`config.mk`:
```
export PLATFORM = sky130hd
export DESIGN_NAME = bcd_display_scanner_flat
export DESIGN_NICKNAME = d
export VERILOG_FILES = /design/src/rtl/bcd_display_scanner_if.sv /design/src/rtl/bcd_display_scanner.sv /design/src/flat_wrapper.sv
export SDC_FILE = /design/constraint.sdc
export NUM_CORES = 1
export LEC_CHECK = 0
export CAP_MARGIN = 30
export CORE_UTILIZATION = 45
export DETAILED_ROUTE_END_ITERATION = 12
export PLACE_DENSITY = 0.79
export SYNTH_ARGS = -nofsm -noshare
export SYNTH_HDL_FRONTEND = slang
export SYNTH_SLANG_ARGS = --single-unit
```
`constraint.sdc`:
```
create_clock -name sclk -period 3.2 [get_ports sclk]
set_input_delay 0.64 -clock sclk [delete_from_list [all_inputs] [get_ports sclk]]
set_output_delay 0.64 -clock sclk [all_outputs]
set_load 0.1 [all_outputs]
```
`src/rtl/bcd_display_scanner_if.sv`:
```
// Signal bundle between a BCD count source and the 4-digit 7-segment scanner.
// There is no handshake. bcdcount and dp_en are level inputs that the scanner samples
// only at its frame-wrap edge. an, seg, dp and bad_digit are registered level outputs
// that change only on sclk edges.
interface bcd_display_scanner_if;
  logic [15:0] bcdcount;
  logic [3:0]  dp_en;
  logic [3:0]  an;
  logic [6:0]  seg;
  logic        dp;
  logic        bad_digit;

  modport master (
    output bcdcount, dp_en,
    input  an, seg, dp, bad_digit
  );

  modport slave (
    input  bcdcount, dp_en,
    output an, seg, dp, bad_digit
  );
endinterface

```
`src/rtl/bcd_display_scanner.sv`:
```
// Multiplexed 4-digit 7-segment scanner. It snapshots the BCD count once per frame and
// drives one digit per refresh slot, with leading-zero blanking.
module bcd_display_scanner #(
  parameter int REFRESH_DIV   = 100000,
  parameter bit BLANK_LEADING = 1'b1,
  parameter bit ACTIVE_LOW    = 1'b1
) (
  input  logic                 sclk,
  input  logic                 rst,
  bcd_display_scanner_if.slave bus
);

  localparam int CW = (REFRESH_DIV > 2) ? $clog2(REFRESH_DIV) : 1;
  localparam logic [CW-1:0] CNT_MAX = CW'(REFRESH_DIV - 1);

  logic [CW-1:0] cnt_q, cnt_d;
  logic [1:0]    idx_q, idx_d;
  logic [15:0]   shadow_q, shadow_d;
  logic [3:0]    dp_shadow_q, dp_shadow_d;
  logic          bad_q, bad_d;
  logic [3:0]    an_q, an_d;
  logic [6:0]    seg_q, seg_d;
  logic          dp_q, dp_d;

  logic          tick, snap, blank;
  logic [3:0]    nib, zero_nib, blank_vec, an_al;
  logic [6:0]    seg_al;
  logic          dp_al;

  // Active-low segment code {g,f,e,d,c,b,a}. Any non-BCD nibble shows a dash.
  function automatic logic [6:0] decode(input logic [3:0] n);
    case (n)
      4'd0:    decode = 7'b1000000;
      4'd1:    decode = 7'b1111001;
      4'd2:    decode = 7'b0100100;
      4'd3:    decode = 7'b0110000;
      4'd4:    decode = 7'b0011001;
      4'd5:    decode = 7'b0010010;
      4'd6:    decode = 7'b0000010;
      4'd7:    decode = 7'b1111000;
      4'd8:    decode = 7'b0000000;
      4'd9:    decode = 7'b0010000;
      default: decode = 7'b0111111;
    endcase
  endfunction

  function automatic logic any_gt9(input logic [15:0] v);
    any_gt9 = 1'b0;
    for (int i = 0; i < 4; i++) begin
      if (v[4*i +: 4] > 4'd9) any_gt9 = 1'b1;
    end
  endfunction

  always_comb begin
    tick        = (cnt_q == CNT_MAX);
    cnt_d       = tick ? '0 : cnt_q + CW'(1);
    idx_d       = tick ? idx_q + 2'd1 : idx_q;
    snap        = tick && (idx_q == 2'd3);
    shadow_d    = snap ? bus.bcdcount : shadow_q;
    dp_shadow_d = snap ? bus.dp_en : dp_shadow_q;
    bad_d       = bad_q | (snap & any_gt9(bus.bcdcount));

    // A digit is blank when it and every digit above it are zero. Digit 0 always shows.
    for (int i = 0; i < 4; i++) zero_nib[i] = (shadow_q[4*i +: 4] == 4'd0);
    blank_vec[3] = zero_nib[3];
    blank_vec[2] = zero_nib[3] & zero_nib[2];
    blank_vec[1] = zero_nib[3] & zero_nib[2] & zero_nib[1];
    blank_vec[0] = 1'b0;
    blank        = BLANK_LEADING && blank_vec[idx_q];

    nib    = 4'(shadow_q >> {idx_q, 2'b00});
    an_al  = blank ? 4'b1111 : ~(4'b0001 << idx_q);
    seg_al = blank ? 7'b1111111 : decode(nib);
    dp_al  = blank ? 1'b1 : ~dp_shadow_q[idx_q];

    // Encoding is built active-low, then flipped once for active-high boards.
    an_d  = an_al ^ {4{~ACTIVE_LOW}};
    seg_d = seg_al ^ {7{~ACTIVE_LOW}};
    dp_d  = dp_al ^ ~ACTIVE_LOW;
  end

  always_ff @(posedge sclk or posedge rst) begin
    if (rst) begin
      cnt_q       <= '0;
      idx_q       <= 2'd0;
      shadow_q    <= 16'h0000;
      dp_shadow_q <= 4'h0;
      bad_q       <= 1'b0;
      an_q        <= {4{ACTIVE_LOW}};
      seg_q       <= {7{ACTIVE_LOW}};
      dp_q        <= ACTIVE_LOW;
    end else begin
      cnt_q       <= cnt_d;
      idx_q       <= idx_d;
      shadow_q    <= shadow_d;
      dp_shadow_q <= dp_shadow_d;
      bad_q       <= bad_d;
      an_q        <= an_d;
      seg_q       <= seg_d;
      dp_q        <= dp_d;
    end
  end

  assign bus.an        = an_q;
  assign bus.seg       = seg_q;
  assign bus.dp        = dp_q;
  assign bus.bad_digit = bad_q;

endmodule

```
`src/flat_wrapper.sv`:
```
// flat-port wrapper written by rule: the top's interface ports become plain ports
module bcd_display_scanner_flat 
#(
  parameter int REFRESH_DIV   = 100000,
  parameter bit BLANK_LEADING = 1'b1,
  parameter bit ACTIVE_LOW    = 1'b1
)
  (sclk, rst, bus_bcdcount, bus_dp_en, bus_an, bus_seg, bus_dp, bus_bad_digit);
  bcd_display_scanner_if bus_i ();
  input  logic sclk;
  input  logic rst;
  input wire logic [$bits(bus_i.bcdcount)-1:0] bus_bcdcount;
  input wire logic [$bits(bus_i.dp_en)-1:0] bus_dp_en;
  output wire logic [$bits(bus_i.an)-1:0] bus_an;
  output wire logic [$bits(bus_i.seg)-1:0] bus_seg;
  output wire logic [$bits(bus_i.dp)-1:0] bus_dp;
  output wire logic [$bits(bus_i.bad_digit)-1:0] bus_bad_digit;
  assign bus_i.bcdcount = bus_bcdcount;
  assign bus_i.dp_en = bus_dp_en;
  assign bus_an = bus_i.an;
  assign bus_seg = bus_i.seg;
  assign bus_dp = bus_i.dp;
  assign bus_bad_digit = bus_i.bad_digit;
  bcd_display_scanner #(.REFRESH_DIV(REFRESH_DIV), .BLANK_LEADING(BLANK_LEADING), .ACTIVE_LOW(ACTIVE_LOW)) u_core (.sclk(sclk), .rst(rst), .bus(bus_i));
endmodule
```
======== After elaboration in Yosys (flattened, before gate mapping) ========
Memories as Yosys holds them, arrays and structs flattened.
Index checks and enable logic that the tools add are counted.
cells by class
  order comparisons ....................... 5
  bitwise logic cells ..................... 6
  equality and inequality tests ........... 2
  multiplexer cells ....................... 12
  shift-type cells ........................ 2
  $add $sub $neg .......................... 2
  reductions and logical operators ........ 4
operators by type and width
  cell                   count
  $add 17x1->17 const B  1
  $eq 17x17->1 const B   1
  $mux 17                1
  $gt 4x4->1 const B     4
  $shr 16x4->4           1
  $logic_not 4->1        3
  $mux 1                 7
  $mux 7                 1
  $bmux 1 s2             2
  $mux 4                 1
  $not 4->4              1
  $shl 1x2->4 const A    1
  $and 1x1->1            3
  $lt 2x3->1 const B     1
  $add 2x1->2 const B    1
  $eq 2x2->1 const B     1
  $logic_and 1x1->1      1
  $not 1->1              1
  $or 1x1->1             1
storage, ports and cells
  bits of input ports ..................... 22
  memory bits (read-only) ................. 112
  memories kept ........................... 1
  output and inout port bits .............. 13
  register bits ........................... 52
memory list
  name             words  width  rd ports  clocked after Yosys merged registers in  wr ports  line                       RTL
  (no name shown)  16     7      1         0                                        0         bcd_display_scanner.sv:32  case (n)

======== Depth between registers and ports, before layout ========
Gate-level depths: netlist of run 1.
  depth after elaboration ................. 7
  mapped depth ............................ 8
  gate-level depth less buffers ........... 7

======== Least setup slack after synthesis of run 1 ========
No wires, ideal clock.
  kind .................................... reg-to-reg
  start point ............................. reg u_core.cnt_q[8]
  end point ............................... reg u_core.dp_shadow_q[0]
  data required time ...................... 3075 ps
  path slack .............................. 1185 ps
  period minus slack after synthesis ...... 2015 ps
  stages on the path, launching flop included .. 6
  data arrival time ....................... 1889 ps
  cell sequence ........................... dfrtp_1 -> or4b_4 -> nor4_4 -> nand2_2 -> buf_6 -> mux2_4
between the ends
  longest elaborated chain between the ends .. 2
ends and longest elaborated chain
  item                    line                       RTL
  start, declared         bcd_display_scanner.sv:16  logic [CW-1:0] cnt_q, cnt_d;
  start signal, assigned  bcd_display_scanner.sv:93  cnt_q <= cnt_d;
  $eq 17x17->1            bcd_display_scanner.sv:55  tick = (cnt_q == CNT_MAX);
  $logic_and 1x1->1       bcd_display_scanner.sv:58  snap = tick && (idx_q == 2'd3);
  end signal, assigned    bcd_display_scanner.sv:96  dp_shadow_q <= dp_shadow_d;
  end, declared           bcd_display_scanner.sv:19  logic [3:0] dp_shadow_q, dp_shadow_d;
No other way between the ends.
A chain may end at the register's enable or synchronous reset.

======== Worst setup path after layout of run 1 ========
  start point ............................. reg u_core.cnt_q[8]
  end point ............................... reg u_core.shadow_q[15]
between the ends
  longest elaborated chain between the ends .. 2
ends and longest elaborated chain
  item                  line                       RTL
  $eq 17x17->1          bcd_display_scanner.sv:55
  $logic_and 1x1->1     bcd_display_scanner.sv:58
  end signal, assigned  bcd_display_scanner.sv:95  shadow_q <= shadow_d;
  end, declared         bcd_display_scanner.sv:18  logic [15:0] shadow_q, shadow_d;
No other way between the ends.

==> impl_results.md, run 1 <==
- Via density: 5.155
- Synth warnings: 0
- WP data arrival: 2650 ps
- First-pass GRT wire length: 7.562 mm
- Setup CP Type: reg -> reg
- CP delay by family, top: simple AND/OR/NAND/NOR gates
- Crit path time final: 2460 ps
- Clock Path Buffers: 2
- Total GRT Usage: ~16%
- Slowest stage delay, CP: between 500 and 600 ps
- CTS tree: built
- Vias in the first global route: about 1.5k
- RSZ-0062 raised after global routing: false
- Synth async-reset ratio: 100.0%
- Post-DR wirelength/cell: 13.97 um
- Die X: around 77 um
- Power Density: 415.8 mW/mm2
- Seq cells post-synth: 52
- Ports: 35
- Endpoints failing hold: 0
- Via Count: 1593
- Fill cells: 436
- Crit path max-delay cell type: or4b_4
- Layout area overhead: 18.92%
- Final worst slack: 739.7 ps
- Max-Cap Viols: 0
- Drt first pass iters: 4
- Clk_lat worst skew: 300 ps
- Diodes inserted: 0
- Initial Utilization: 47.97%
- Distinct cells, synth: 36
- CTS sink count: 52
- Post-synth EDFFs: 0
- Initial antenna violation count: 0
- Hold path startpoint: u_core.cnt_q[0]
- Worst reg-to-reg setup slack: 740 ps
- Largest net degree at the start of global routing: 24
- Post-CTS Resized: 0
- RD Place Congestion: 0.7640
- CTS Root Cell: clkbuf_8
- Layout cells sized above 1: around 28%
- Final nets: 270
- Cells after Synth: 199
- Setup TNS: 0 ps
- Status: complete, no violations
- Main synth FF type: dfrtp_1
- Cts hold-fix bufs: 0
- WP buf/inv: 1
- Post-CTS Setup Repair Bufs: 0
- FMAX: 406.5 MHz
- RR Endpoint: u_core.shadow_q[15]
- Worst flop-to-flop path startpoint: u_core.cnt_q[8]
- Dpl hpwl: 3.182 mm
- # rows: 26
- Crit path max fanout: 20
- Period utilisation layout: 76.88%
- I/O Buffers: 34
- Final Slew Violations: 0
- Static leakage: 1.353 nW
- Dpl ws: 740.7 ps
- Setup crit start kind: register
- DR iter-0 viols: 102
- Detail Route Antenna Nets: 0
- CP Cell Sequence: or4b_4 > nor4_4 > buf_4 > nand2_2 > mux2_4
- CTS buffer count: 5
- Hold crit path type: reg -> reg
- Post-synthesis area per instance: roughly 13 um2
- R2R depth: 5
- Seq/Total Area, Yosys: 52.39%
- Drt drc: 0
- Synthesized area: 0.002512 mm2
- Endpoints failing setup: 0
- Worst setup path start: u_core.cnt_q[8]
- Die H: 76.72 um
- Layout Skew: 8.707 ps
- Total gr overflow: 0
- Reg clk slew, reported paths: 80 ps
- H-tree Lvls: 2
- Crit path depth: 5
- Worst setup path endpoint: u_core.shadow_q[15]
- Peak supply drop: 0.0002095 V
- Critical Path Sink Type: register
- Post-Route WL: between 4 and 5 mm
- Rel. slew slack: 56.20%
- Core Area: 0.005238 mm2
- Syn Nets: 231
- Worst slew pin tran: 654.6 ps
- Full die area: 0.005886 mm2
- Worst Path Required: 3390 ps
[how the worst min path moves through the flow]
stage               depth (start not counted)              endpoint  slack, ps
detailed placement                          1  u_core.bus.bad_digit        470
finish                                      1       u_core.cnt_q[0]        490
CTS                                         1       u_core.cnt_q[0]        500
floorplan                                   1       u_core.cnt_q[0]        450
global placement                            1       u_core.cnt_q[0]        480
global route                                1       u_core.cnt_q[0]        510
[per-layer routing]
metal	track usage, %	vias up	part of all wire, %
li1	-	777	-
met1	24.43	768	49
met2	23.93	42	46
met3	2.262	6	3.7
met4	7.500	0	1.6
met5	0	-	0
[flip-flops by register name (all words and copies together), names as in the netlist]
register              count
u_core.bus.an             4
u_core.bus.bad_digit      1
u_core.bus.dp             1
u_core.bus.seg            7
u_core.cnt_q             17
u_core.dp_shadow_q        4
u_core.idx_q              2
u_core.shadow_q          16
[layout make-up]
type / count / area [um2] / area share, %
tap: 70 / 87.58 / 2.931
multi-input combinational: 132 / 1124 / 37.60
clock buffer: 7 / 86.33 / 2.889
clock inverter: 1 / 6.256 / 0.2094
inverter: 10 / 37.54 / 1.256
sequential: 52 / 1316 / 44.05
timing repair buffer: 37 / 330.3 / 11.06
[logic make-up after synthesis]
group                    Yosys count  share of synthesized area (%)
AND/OR/NAND/NOR                   59                          13.05
flip-flops                        52                          52.39
multiplexers                      26                          16.88
AO/OA/AOI/OAI                     23                          4.930
buffers and inverters             15                          2.888
XOR/XNOR                          14                          4.881
adder cells (fa/ha/maj)           10                          4.980
[per-stage QoR]
step	power (mW)	util, %	hold slack (ps)	cell area [um2]	std cells
2_1_floorplan	0.8175	-	454.9	2512	199
3_3_place_gp	0.8686	55.28	478.2	2895	301
3_5_place_dp	0.8728	55.28	471.3	2895	301
4_1_cts	1.253	57.05	495.9	2988	309
5_1_grt	1.290	57.05	513.0	2988	309
6_report	1.242	57.05	494.8	2988	309
[cells in the final DEF, fill, tap and decap left out, drive strengths merged]
cell and n:
clkbuf 7, clkdlybuf4s50 21, a21oi 7, mux2 21, or4b 2, nor3b 1, nor2 14, mux4 5
or4 3, xnor2 8, nand4 4, nand2b 1, inv 11, ha 10, nand3b 1, or2 2
dfrtp 40, nand3 6, xor2 6, buf 16, nor4 4, o31ai 1, o21ai 13, dfstp 12
or3 2, nor2b 1, a31o 1, nor3 5, nand2 12, a211oi 1, nand4b 1
[synth_stat cells (2+ instances only)]
master / n / area, um2
a21oi_1: 7 / 35.03
inv_1: 10 / 37.54
or2_2: 2 / 12.51
nor2_1: 14 / 52.55
ha_1: 10 / 125.1
nand2_1: 11 / 41.29
nor4_1: 3 / 18.77
nor3_1: 5 / 25.02
mux2_4: 20 / 300.3
clkbuf_1: 2 / 7.510
xnor2_1: 8 / 70.07
buf_6: 2 / 22.52
mux4_2: 5 / 112.6
or4_1: 3 / 22.52
dfrtp_1: 40 / 1001
xor2_1: 6 / 52.55
dfstp_2: 12 / 315.3
or3_1: 2 / 12.51
nand4_1: 4 / 25.02
o21ai_0: 12 / 60.06
nand3_1: 6 / 30.03
[where the power goes]
group	total [mW]	switching, mW	leakage (nW)	internal (mW)
Clock	0.383	0.207	0.0488	0.177
Sequential	0.696	0.0126	0.624	0.683
Combinational	0.163	0.0989	0.680	0.0644
Total	1.24	0.318	1.35	0.924
No activity file was read; power rests on OpenSTA's default activity.
==> run 2: changes to the inputs <==
clock period = 2.3 ns   (was 3.2 ns; I/O delays follow)
==> impl_results.md, run 2 (synthesis gave the netlist of run 1 again) <==
- Status: complete, no violations (unchanged)
- Post-Route WL: 4.546 mm (was 4.316 mm)
- Max-Cap Viols: 0 (unchanged)
- Worst Path Required: 2530 ps (was 3390 ps)
- RR Endpoint: u_core.bus.seg[4] (was u_core.shadow_q[15])
- CP delay by family, top: multiplexers (was simple AND/OR/NAND/NOR gates)
- Clock Path Buffers: 2 (unchanged)
- Setup crit start kind: register (unchanged)
- Total gr overflow: 0 (unchanged)
- WP data arrival: 2340 ps (was 2650 ps)
- Post-CTS Setup Repair Bufs: 0 (unchanged)
- Most flops, register: u_core.cnt_q (unchanged)
- Setup TNS: 0 ps (unchanged)
- Post-CTS Resized: 0 (unchanged)
- NetSw: 449.7 uW (was 318.2 uW)
- Power Density: 605.0 mW/mm2 (was 415.8 mW/mm2)
- Internal: 1.392 mW (was 924.3 uW)
- CTS Root Cell: clkbuf_8 (unchanged)
- WP buf/inv: 2 (was 1)
- Switching Fraction: 24.42% (was 25.61%)
- Register area: 0.001316 mm2 (unchanged)
- Via density: 5.174 (was 5.155)
- # rows: 26 (unchanged)
- Initial antenna violation count: 0 (unchanged)
- Reg power frac: 52.6% (was 56.0%)
- Full die area: 0.005886 mm2 (unchanged)
- Total GRT Usage: 17.24% (was 16.49%)
- I/O Buffers: 34 (unchanged)
- Slowest stage delay, CP: 610 ps (was 550 ps)
- Hold crit path type: in -> async (was reg -> reg)
- Worst reg-to-reg setup slack: 190 ps (was 740 ps)
- Critical Path Sink Type: register (unchanged)
- R2R depth: 7 (was 5)
- Core Area: 0.005238 mm2 (unchanged)
- Rel. slew slack: 59.18% (was 56.20%)
- Fill cells: 423 (was 436)
- Post-DR wirelength/cell: 14.66 um (was 13.97 um)
- Die X: 76.72 um (unchanged)
- CTS tree: built (unchanged)
- Clock share of power: 34.9% (was 30.9%)
- Footprint of the multi-input gates: 0.001124 mm2 (unchanged)
- CTS buffer count: 5 (unchanged)
- Crit path time final: 2113 ps (was 2460 ps)
- CP Cell Sequence: mux4_2 > inv_1 > ha_1 > inv_1 > mux2_2 > o21ai_0 > nand2_1 (was or4b_4 > nor4_4 > buf_4 > nand2_2 > mux2_4)
- Final nets: 271 (was 270)
- Clk_lat worst skew: 310 ps (was 300 ps)
- Static leakage: 1.377 nW (was 1.353 nW)
- Drt first pass iters: 4 (unchanged)
- Dpl hpwl: 3.338 mm (was 3.182 mm)
- Setup CP Type: reg -> reg (unchanged)
- Final Slew Violations: 0 (unchanged)
- Cts hold-fix bufs: 0 (unchanged)
- Endpoints failing hold: 0 (unchanged)
- Period utilisation layout: 91.87% (was 76.88%)
- Layout area overhead: 21.17% (was 18.92%)
- DR iter-0 viols: 76 (was 102)
- Worst slew pin tran: 608.2 ps (was 654.6 ps)
- Crit path max fanout: 8 (was 20)
- Final worst slack: 187.1 ps (was 739.7 ps)
- Largest net degree at the start of global routing: 32 (was 24)
- Max reg flops: 17 (unchanged)
- FMAX: 473.3 MHz (was 406.5 MHz)
- Die H: 76.72 um (unchanged)
- Drt drc: 0 (unchanged)
- Diodes inserted: 0 (unchanged)
- Initial Utilization: 47.97% (unchanged)
- RSZ-0062 raised after global routing: false (unchanged)
- Ports: 35 (unchanged)
- Comb power frac: 12.5% (was 13.1%)
- Worst flop-to-flop path startpoint: u_core.idx_q[0] (was u_core.cnt_q[8])
- RD Place Congestion: 0.7897 (was 0.7640)
- Commonest non-fill, non-tap cell in the layout: dfrtp_1 (unchanged)
- H-tree Lvls: 2 (unchanged)
- Crit path max-delay cell type: mux4_2 (was or4b_4)
- Detail Route Antenna Nets: 0 (unchanged)
- Most frequent cells in the layout: dfrtp_1 (40), clkdlybuf4s50_1 (21), mux2_4 (20) (unchanged)
- Layout Skew: 12.27 ps (was 8.707 ps)
- Peak supply drop: 0.0004213 V (was 0.0002095 V)
- Cell mode on critical path: inv_1
- Endpoints failing setup: 0 (unchanged)
- Vias in the first global route: 1637 (was 1533)
- Via Count: 1604 (was 1593)
- Layout cells sized above 1: 28.75% (was 28.45%)
- First-pass GRT wire length: 7.824 mm (was 7.562 mm)
- Dpl ws: 205.0 ps (was 740.7 ps)
- Reg clk slew, reported paths: 90 ps (was 80 ps)
- CTS sink count: 52 (unchanged)
-- run 2: metrics by stage --
stage | area [um2] | power, mW | instances | hold slack, ps | utilization, %
after floorplan | 2512 | 1.137 | 199 | 454.9 | -
after global placement | 2928 | 1.211 | 302 | 462.8 | 55.90
after detailed placement | 2928 | 1.217 | 302 | 461.0 | 55.90
after CTS | 3044 | 1.854 | 310 | 485.1 | 58.12
after global routing | 3044 | 1.911 | 310 | 495.1 | 58.12
final | 3044 | 1.842 | 310 | 480.3 | 58.12
-- run 2: worst reg2reg max path: cells and delay by family (launching register included) --
kind | cells | cell delay (ps)
multiplexers | 2 | 870
AND/OR/NAND/NOR | 1 | 70
flip-flops | 1 | 600
AO/OA/AOI/OAI | 1 | 150
buffers and inverters | 2 | 180
adder cells (fa/ha/maj) | 1 | 160
-- run 2: metal layers --
metal  up-vias  part of all wire (%)  global-route usage, %
li1        775                     -                      -
met1       782                    48                  23.72
met2        42                    46                  25.62
met3         5                   4.3                  5.357
met4         0                   1.3                  6.154
met5         -                     0                      0
-- run 2: area by class of cell --
type | count | share of cell area, %
Clock inverter | 2 | 1.110
Tap cell | 70 | 2.877
Clock buffer | 6 | 2.713
Inverter | 10 | 1.233
Timing Repair Buffer | 38 | 11.92
Sequential cell | 52 | 43.24
Multi-Input combinational cell | 132 | 36.91
-- run 2: how the worst max path moves through the flow --
stage | startpoint | end | slack [ps] | cells past startpoint
final | u_core.idx_q[0] | u_core.bus.seg[4] | 190 | 7
after global routing | u_core.idx_q[0] | u_core.bus.seg[3] | 40 | 5
after CTS | u_core.idx_q[0] | u_core.bus.seg[4] | 190 | 7
after detailed placement | u_core.idx_q[0] | u_core.bus.seg[4] | 210 | 7
after global placement | u_core.idx_q[0] | u_core.bus.seg[4] | 300 | 7
after floorplan | u_core.cnt_q[8] | u_core.dp_shadow_q[0] | 290 | 5
-- run 2: power groups by stage --
stage	logic [mW]	clock network, mW	registers [mW]
final	0.230	0.643	0.968
after global routing	0.247	0.692	0.972
after CTS	0.232	0.654	0.968
after detailed placement	0.232	0	0.985
after global placement	0.227	0	0.984
after floorplan	0.0740	0	1.06
